==> config.mk <==
export PLATFORM = sky130hd
export DESIGN_NAME = fc_operand_feeder
export DESIGN_NICKNAME = d
export VERILOG_FILES = /design/src/rtl/fc_operand_feeder.sv
export SDC_FILE = /design/constraint.sdc
export NUM_CORES = 1
export LEC_CHECK = 0
export ABC_AREA = 0
export BUFFER_PORTS_ARGS = -buffer_cell sky130_fd_sc_hd__buf_2
export CAP_MARGIN = 40
export CELL_PAD_IN_SITES_DETAIL_PLACEMENT = 1
export CELL_PAD_IN_SITES_GLOBAL_PLACEMENT = 1
export CORE_UTILIZATION = 30
export DETAILED_ROUTE_END_ITERATION = 12
export GPL_TIMING_DRIVEN = 1
export PLACE_DENSITY_LB_ADDON = 0.1
export SETUP_SLACK_MARGIN = 0.4
export SYNTH_ARGS = -nofsm -noshare
export SYNTH_HDL_FRONTEND = slang
export SYNTH_SLANG_ARGS = --single-unit
==> constraint.sdc <==
create_clock -name clk -period 6.4 [get_ports clk]
set_clock_uncertainty 0.15 [all_clocks]
set_input_delay 1.28 -clock clk [delete_from_list [all_inputs] [get_ports clk]]
set_output_delay 1.28 -clock clk [all_outputs]
set_load 0.02 [all_outputs]
==> src/rtl/fc_operand_feeder.sv <==
// rtl/fc_operand_feeder.sv - FC layer operand feeder: streams (activation, weight) pairs per output neuron
//
// Walks the activation buffer (address i) and the weight ROM (linear address
// n*INPUT_SIZE + i) for OUTPUT_SIZE neurons. It hands each pair to the FC layer
// over a valid/ready stream, then waits for fc_done and pulses done.
//
// Optional build macro: FC_FEEDER_TIMEOUT_EN adds a watchdog on WAIT_FC that
// raises a sticky err after TIMEOUT_CYCLES cycles without fc_done.
//
// Ports:
//   clk, rst_n             clock, asynchronous active-low reset
//   start                  begin a layer pass (sampled only in IDLE)
//   busy, done, err        status: not IDLE, end-of-pass pulse, sticky watchdog error
//   act_addr, act_rdata    activation buffer read port (1-cycle sync read)
//   wgt_addr, wgt_rdata    weight ROM read port (1-cycle sync read)
//   rd_en                  read strobe shared by both memories
//   a, b, op_valid,        operand pair stream to the FC layer
//   op_ready, op_last,
//   neuron_idx
//   fc_done                FC layer completion flag
module fc_operand_feeder #(
  parameter int DATA_WIDTH     = 12,
  parameter int INPUT_SIZE     = 400,
  parameter int OUTPUT_SIZE    = 120,
  parameter int TIMEOUT_CYCLES = 1024,
  localparam int IW = (INPUT_SIZE > 1) ? $clog2(INPUT_SIZE) : 1,
  localparam int WW = (INPUT_SIZE * OUTPUT_SIZE > 1) ? $clog2(INPUT_SIZE * OUTPUT_SIZE) : 1,
  localparam int NW = (OUTPUT_SIZE > 1) ? $clog2(OUTPUT_SIZE) : 1
) (
  input  logic                  clk,
  input  logic                  rst_n,
  input  logic                  start,
  output logic                  busy,
  output logic                  done,
  output logic                  err,
  output logic [IW-1:0]         act_addr,
  input  logic [DATA_WIDTH-1:0] act_rdata,
  output logic [WW-1:0]         wgt_addr,
  input  logic [DATA_WIDTH-1:0] wgt_rdata,
  output logic                  rd_en,
  output logic [DATA_WIDTH-1:0] a,
  output logic [DATA_WIDTH-1:0] b,
  output logic                  op_valid,
  input  logic                  op_ready,
  output logic                  op_last,
  output logic [NW-1:0]         neuron_idx,
  input  logic                  fc_done
);

  localparam logic [IW-1:0] I_LAST = IW'(INPUT_SIZE - 1);
  localparam logic [NW-1:0] N_LAST = NW'(OUTPUT_SIZE - 1);

  typedef enum logic [1:0] {IDLE, FEED, DRAIN, WAIT_FC} state_t;

  typedef struct packed {
    logic [DATA_WIDTH-1:0] a;
    logic [DATA_WIDTH-1:0] b;
    logic                  last;
    logic [NW-1:0]         neuron;
  } pair_t;

  state_t        state, state_nxt;
  logic [IW-1:0] i_cnt;
  logic [NW-1:0] n_cnt;
  logic [WW-1:0] w_cnt;

  // Tag of the read issued last cycle; its data is on act_rdata/wgt_rdata now.
  logic          inflight;
  logic          inf_last;
  logic [NW-1:0] inf_neuron;

  pair_t         fifo_q [2];
  logic          wr_ptr, rd_ptr;
  logic [1:0]    fifo_cnt;

  pair_t         in_pair, head;
  logic          read_last, hs, push, pop, timeout;

  assign read_last = (i_cnt == I_LAST) && (n_cnt == N_LAST);

  // Credit check: buffered pairs plus the read returning this cycle must leave
  // room for the new read, so the FIFO never overflows.
  assign rd_en    = (state == FEED) && ((fifo_cnt + {1'b0, inflight}) < 2'd2);
  assign op_valid = (fifo_cnt != 2'd0) || inflight;

  assign in_pair = '{a: act_rdata, b: wgt_rdata, last: inf_last, neuron: inf_neuron};

  // Returning data bypasses the empty FIFO so the first pair appears the cycle
  // after its read; once stalled it sits in the FIFO and stays stable.
  always_comb begin
    head = '0;
    if (fifo_cnt != 2'd0) head = fifo_q[rd_ptr];
    else if (inflight)    head = in_pair;
  end

  assign hs   = op_valid && op_ready;
  assign pop  = hs && (fifo_cnt != 2'd0);
  assign push = inflight && !(hs && (fifo_cnt == 2'd0));

  assign a          = head.a;
  assign b          = head.b;
  assign op_last    = head.last;
  assign neuron_idx = head.neuron;
  assign act_addr   = i_cnt;
  assign wgt_addr   = w_cnt;
  assign busy       = (state != IDLE);

  always_comb begin
    state_nxt = state;
    case (state)
      IDLE:    if (start) state_nxt = FEED;
      FEED:    if (rd_en && read_last) state_nxt = DRAIN;
      DRAIN:   if (hs && head.last && (head.neuron == N_LAST)) state_nxt = WAIT_FC;
      WAIT_FC: if (fc_done || timeout) state_nxt = IDLE;
      default: state_nxt = IDLE;
    endcase
  end

  always_ff @(posedge clk or negedge rst_n) begin
    if (!rst_n) begin
      state      <= IDLE;
      done       <= 1'b0;
      i_cnt      <= '0;
      n_cnt      <= '0;
      w_cnt      <= '0;
      inflight   <= 1'b0;
      inf_last   <= 1'b0;
      inf_neuron <= '0;
      wr_ptr     <= 1'b0;
      rd_ptr     <= 1'b0;
      fifo_cnt   <= 2'd0;
      fifo_q[0]  <= '0;
      fifo_q[1]  <= '0;
    end else begin
      state <= state_nxt;
      done  <= (state == WAIT_FC) && (fc_done || timeout);

      if (state == IDLE && start) begin
        i_cnt <= '0;
        n_cnt <= '0;
        w_cnt <= '0;
      end else if (rd_en) begin
        w_cnt <= read_last ? '0 : w_cnt + 1'b1;
        if (i_cnt == I_LAST) begin
          i_cnt <= '0;
          n_cnt <= read_last ? '0 : n_cnt + 1'b1;
        end else begin
          i_cnt <= i_cnt + 1'b1;
        end
      end

      inflight <= rd_en;
      if (rd_en) begin
        inf_last   <= (i_cnt == I_LAST);
        inf_neuron <= n_cnt;
      end

      if (push) begin
        fifo_q[wr_ptr] <= in_pair;
        wr_ptr         <= ~wr_ptr;
      end
      if (pop) rd_ptr <= ~rd_ptr;
      fifo_cnt <= fifo_cnt + {1'b0, push} - {1'b0, pop};
    end
  end

`ifdef FC_FEEDER_TIMEOUT_EN
  localparam int TW = (TIMEOUT_CYCLES > 1) ? $clog2(TIMEOUT_CYCLES) : 1;

  logic [TW-1:0] to_cnt;
  logic          err_q;

  assign timeout = (state == WAIT_FC) && (to_cnt == TW'(TIMEOUT_CYCLES - 1));
  assign err     = err_q;

  always_ff @(posedge clk or negedge rst_n) begin
    if (!rst_n) begin
      to_cnt <= '0;
      err_q  <= 1'b0;
    end else begin
      to_cnt <= (state == WAIT_FC) ? to_cnt + 1'b1 : '0;
      if (state == IDLE && start) err_q <= 1'b0;
      else if (timeout)           err_q <= 1'b1;
    end
  end
`else
  // Watchdog not built; a negative limit is impossible, so this is always 0.
  assign timeout = (TIMEOUT_CYCLES < 0);
  assign err     = 1'b0;
`endif

endmodule

==> results of run 1 <==
==> cell type report <==
type,instances,area (um2)
sequential,112,2804
timing repair buffer,99,578.1
multi-input combinational,361,2577
inverter,6,22.52
clock inverter,5,56.30
fill,2022,11400
tap,229,286.5
clock buffer,11,242.7
==> logic make-up after synthesis <==
| group | Yosys count | synth area share |
|---|---|---|
| AOI/OAI and AO/OA | 81 | 0.08763 |
| xor gates and xnor gates | 22 | 0.03496 |
| adders and majority gates | 10 | 0.02270 |
| buffers and inverters | 37 | 0.02747 |
| DFF | 112 | 0.5085 |
| muxes | 95 | 0.1873 |
| other | 1 | 0.0006804 |
| and+or+nand+nor | 152 | 0.1308 |
==> layer usage <==
layer / vias to the layer above / global-route usage / wire length, um
li1: 1950 / - / -
met1: 2029 / 0.1928 / 6326
met2: 73 / 0.2663 / 6757
met3: 15 / 0.02355 / 483
met4: 0 / 0.05983 / 244
met5: - / 0 / 0
==> registers in the layout, indices dropped and copies added, names as in the netlist <==
signal,cells
act_addr,9
inf_last,1
inf_neuron,7
done,1
fifo_q,64
inflight,1
n_cnt,7
fifo_cnt,2
state,2
wgt_addr,16
wr_ptr,1
rd_ptr,1
==> how the worst min path moves through the flow <==
stage / start / to / slack [ps]
floorplan: wr_ptr / wr_ptr / 320
global placement: fifo_q[39] / fifo_q[39] / 330
detailed placement: fifo_q[23] / fifo_q[23] / 340
CTS: fifo_q[23] / fifo_q[23] / 360
global route: fifo_q[38] / fifo_q[38] / 370
finish: fifo_q[30] / fifo_q[30] / 360
==> metrics by stage <==
| step | utilization | total power, mW |
|---|---|---|
| 2_1_floorplan | - | 2.042 |
| 3_3_place_gp | 0.3438 | 2.429 |
| 3_5_place_dp | 0.3490 | 2.507 |
| 4_1_cts | 0.3656 | 3.101 |
| 5_1_grt | 0.3656 | 3.263 |
| 6_report | 0.3656 | 3.038 |
==> power by group <==
group	internal, mW	leakage, nW	total [mW]	switching [mW]
combinational	0.556	1.49	1.31	0.758
clock	0.314	0.145	0.577	0.262
sequential	0.950	1.44	1.15	0.197
==> cell usage in the layout (no fill, tap or decap), types with 13 or more instances in the layout <==
cell type | synthesis | layout
o21ai_0 | 44 | 44
a21oi_1 | 17 | 17
mux2_2 | 64 | 64
nand2_1 | 45 | 45
xor2_1 | 13 | 13
buf_2 | 7 | 89
dfrtp_1 | 112 | 111
nand3_1 | 46 | 45
mux2i_1 | 30 | 30
nor2_1 | 33 | 31
==> worst max-delay path: cells and delay by family, from the launching register on <==
kind / cells / cell delay [ps]
AND/OR/NAND/NOR: 1 / 410
buffers and inverters: 3 / 1240
AO/OA/AOI/OAI: 1 / 220
flip-flops: 1 / 330
==> impl_metrics.yaml, run 1 <==
outcome:
  outcome: "finished clean"
setup_path:
  r2r_end: "state[1]"
  crit_path_cell_trace: "buf_4 > a21bo_2 > nand3_2 > inv_1 > buf_2"
  critical_path.slowest_cell: "inv_1"
  critPathLaunch: "inflight"
  critPathMaxFanout: 37
  reg2reg_from: "inflight"
  slowest_delay_ps: 570
  start_kind: "register"
  endpoint: "rd_en"
  critical_path_class: "register to primary output"
  worstSetupEndpointType: "primary output"
  arrival_ps: 2560
  rrSetupSlack_ps: 3570
  reg2reg_depth: 7
  cp_data_required_time_ps: 4970
floorplan:
  core_area_mm2: 0.01796
  dieArea_mm2: 0.01892
  fp.dieH_um: 137.5
  num_rows: 49
  io_pins: 91
  start_util: 0.3068
  die_w_um: 137.5
cells_and_area:
  final_cells: 823
  fin_area_mm2: 0.006568
  finalNetCount: 628
  area_growth_pct: 19.16
  antenna_cells: 0
  drive_above_1_share: 0.3182
sta:
  setup_tns_ps: 0
  worstMarginPinSlew_ps: 711.2
  final_hold_viol_count: 0
  finalCriticalPeriod_ps: 3988
  whs_ps: 356.0
  fmax_mhz: 250.8
  final-setup-viol-count: 0
  fin_crit_sh: 0.6231
  rsz0062_at_grt: "false"
  slew_violations: 0
  slew_headroom: 0.5208
  setup_ws_ps: 2412
synthesis:
  synth.ff_latch_count: 112
  synthesis.area_mm2: 0.005512
  syn_inst: 510
  synth_cell_types: 43
  yosysSeqAreaShare: 0.5085
  async_reset_ff_frac: 1.000
  synth_enable_flop_cells: 0
  synth_common_cells: "112 x dfrtp_1, 64 x mux2_2, 46 x nand3_1"
  yosysMostFrequentCell: "dfrtp_1"
  yosys-top-cells-area: "dfrtp_1 51%, mux2_2 13%, mux2i_1 5.4%"
  ys.warnings.count: 0
  synth_top_area_share: 0.5085
  syn_area_per_cell_um2: 10.81
  synth_ff_type: "dfrtp_1"
  synth.largest_area_cell: "dfrtp_1"
  syn_nets: 549
worst_hold_path:
  hold_class: "register to register"
  hold_depth: 1
global_routing:
  grt_use_total: 0.1544
  grt_pass1_wl_mm: 22.31
  grt_max_degree: 45
  antenna_found_initial: 0
  grt_overflow_total: 0
  first_global_vias: 4275
clocking:
  tritoncts: "yes"
  cts_setup_buffers: 0
  cts_buffers: 9
  clock-sinks: 112
  postCtsHoldBufs: 0
  cts_resized: 0
  insertion_delay_ps: 350
  cts_buffer_depth: 2
  path_clk_slew_ps: 70
  h-tree-depth: 3
  cts-root-buf: "clkbuf_16"
detailed_routing:
  wl_per_cell_um: 16.78
  vias_per_cell: 4.942
  final_antenna_net_count: 0
  wirelength_mm: 13.81
  drcViolationCount: 0
  vias: 4067
  drt-initial-drc-count: 140
  dr.pass1.iters: 4
place:
  gp_congestion: 0.7508
  dpl.hpwl_mm: 9.496
  pre_cts_slack_ps: 2712
  place_area_mm2: 0.006269
  dp.cells: 807
  portBuffers: 89
job:
  max-cap-violations: 0
power_and_ir_drop:
  ir_worst_vdd_v: 0.0002262
  power_density_mw_per_mm2: 462.6
  power.leakage_nw: 3.080
Power figures use the tool's default switching activity.
==> run 2, diff against run 1 <==
==> constraint.sdc (replaced) <==
create_clock -name clk -period 3.2 [get_ports clk]
set_clock_uncertainty 0.15 [all_clocks]
set_input_delay 0.64 -clock clk [delete_from_list [all_inputs] [get_ports clk]]
set_output_delay 0.64 -clock clk [all_outputs]
set_load 0.02 [all_outputs]
==> run 2 against run 1 <==
Cell area is essentially flat; critical path type unchanged; routed wire length grew 1.1%; first-iteration DRC count shrank 18%; non-clock buffer count grew 5; largest power group unchanged.
==> impl_metrics.yaml, run 2 (same netlist as run 1, synthesis figures left out) <==
cells_and_area:
  area_growth_pct: 19.25
  finalNetCount: 633
  top_register: "fifo_q"
  largest_reg_flops: 64
  final_cell_mix: "111 x dfrtp_1, 88 x buf_2, 64 x mux2_2"
  antenna_cells: 0
  drive_above_1_share: 0.3255
  final_common_cell: "dfrtp_1"
sta:
  setup_tns_ps: 0
  slew_violations: 0
  whs_ps: 154.4
  final_hold_viol_count: 0
  fin_crit_sh: 0.8118
  fmax_mhz: 385.0
  worstMarginPinSlew_ps: 667.0
  setup_ws_ps: 602.3
  slew_headroom: 0.5553
  rsz0062_at_grt: "false"
  final-setup-viol-count: 0
  finalCriticalPeriod_ps: 2598
job:
  max-cap-violations: 0
worst_hold_path:
  hold_class: "input port to async pin"
detailed_routing:
  wl_met1_mm: 6.557
  dr.pass1.iters: 4
  final_antenna_net_count: 0
  drcViolationCount: 0
  drt-initial-drc-count: 115
  routed.top_layer: "met4"
  dr_wl_met2_mm: 6.741
  wl_met3_um: 447
  wl_per_cell_um: 16.86
  wirelength_mm: 13.96
  vias_per_cell: 5.010
  vias: 4148
setup_path:
  cp_data_required_time_ps: 2410
  start_kind: "register"
  worstSetupEndpointType: "primary output"
  arrival_ps: 1810
  critical_path_class: "register to primary output"
  critPathMaxFanout: 17
clocking:
  cts_buffer_depth: 2
  path_clk_slew_ps: 80
  cts_buffers: 9
  cts-root-buf: "clkbuf_16"
  h-tree-depth: 3
  insertion_delay_ps: 350
  tritoncts: "yes"
  clock-sinks: 112
global_routing:
  grt_use_total: 0.1569
  grt_max_degree: 47
  antenna_found_initial: 0
  grt_pass1_wl_mm: 22.76
  first_global_vias: 4304
  grt_overflow_total: 0
power_and_ir_drop:
  power_density_mw_per_mm2: 916.9
  ir_worst_vdd_v: 0.0003383
  power.leakage_nw: 3.080
floorplan:
  dieArea_mm2: 0.01892
  die_w_um: 137.5
  io_pins: 91
  num_rows: 49
  fp.dieH_um: 137.5
  core_area_mm2: 0.01796
  start_util: 0.3068
place:
  gp_congestion: 0.7640
  portBuffers: 89
  pre_cts_slack_ps: 639.7
  dpl.hpwl_mm: 9.551
outcome:
  outcome: "finished clean"
run 2: final timing paths:
kind | end | from | slack [ps] | cells past startpoint
max | rd_en | state[1] | 600 | 5
min | fifo_q[25] | rst_n | 150 | 1
max reg2reg | state[1] | act_addr[0] | 620 | 7
min reg2reg | fifo_q[39] | fifo_q[39] | 350 | 1
max in group asynchronous | fifo_q[53] | rst_n | 1950 | 2
min in group clk | fifo_q[39] | fifo_q[39] | 350 | 1
run 2: worst max-delay path, cell delays in order, from the launching register on:
cell and delay (ps):
dfrtp_1 410, inv_1 110, ha_1 230, nand3_2 340, inv_1 170, buf_2 190
run 2: where the power goes:
| part | switching [mW] | leakage [nW] | internal [mW] | total (mW) |
|---|---|---|---|---|
| clock network | 0.554 | 0.130 | 0.538 | 1.09 |
| registers | 0.399 | 1.44 | 1.90 | 2.30 |
| logic | 1.50 | 1.51 | 1.13 | 2.63 |
run 2: cell type report:
| type | count | area [um2] |
|---|---|---|
| Clock buffer | 9 | 225.2 |
| Multi-Input combinational cell | 361 | 2577 |
| Timing Repair Buffer | 104 | 598.1 |
| Tap cell | 229 | 286.5 |
| Sequential cell | 112 | 2806 |
| Clock inverter | 7 | 56.30 |
| Fill cell | 2047 | 11390 |
| Inverter | 6 | 22.52 |
run 2: layer usage:
metal / track usage / vias to the layer above
li1: - / 1961
met1: 0.2067 / 2106
met2: 0.2605 / 69
met3: 0.02208 / 12
met4: 0.05800 / 0
met5: 0 / -
run 2: timing repair:
item | CTS | global route
setup buffers | 0 | 0
endpoints found under the setup margin | 0 | 7
hold buffers | 0 | 0
endpoints found under the hold margin | 0 | 0
resized for setup | 0 | 2
run 2: per-stage QoR:
| step | total power, mW | area (um2) | std cells | util |
|---|---|---|---|---|
| after global placement | 4.935 | 6289 | 812 | 0.3501 |
| final | 6.027 | 6573 | 828 | 0.3659 |
| after CTS | 6.146 | 6570 | 828 | 0.3657 |
| after global routing | 6.487 | 6573 | 828 | 0.3659 |
| after floorplan | 4.085 | 5512 | 510 | - |
| after detailed placement | 5.024 | 6289 | 812 | 0.3501 |
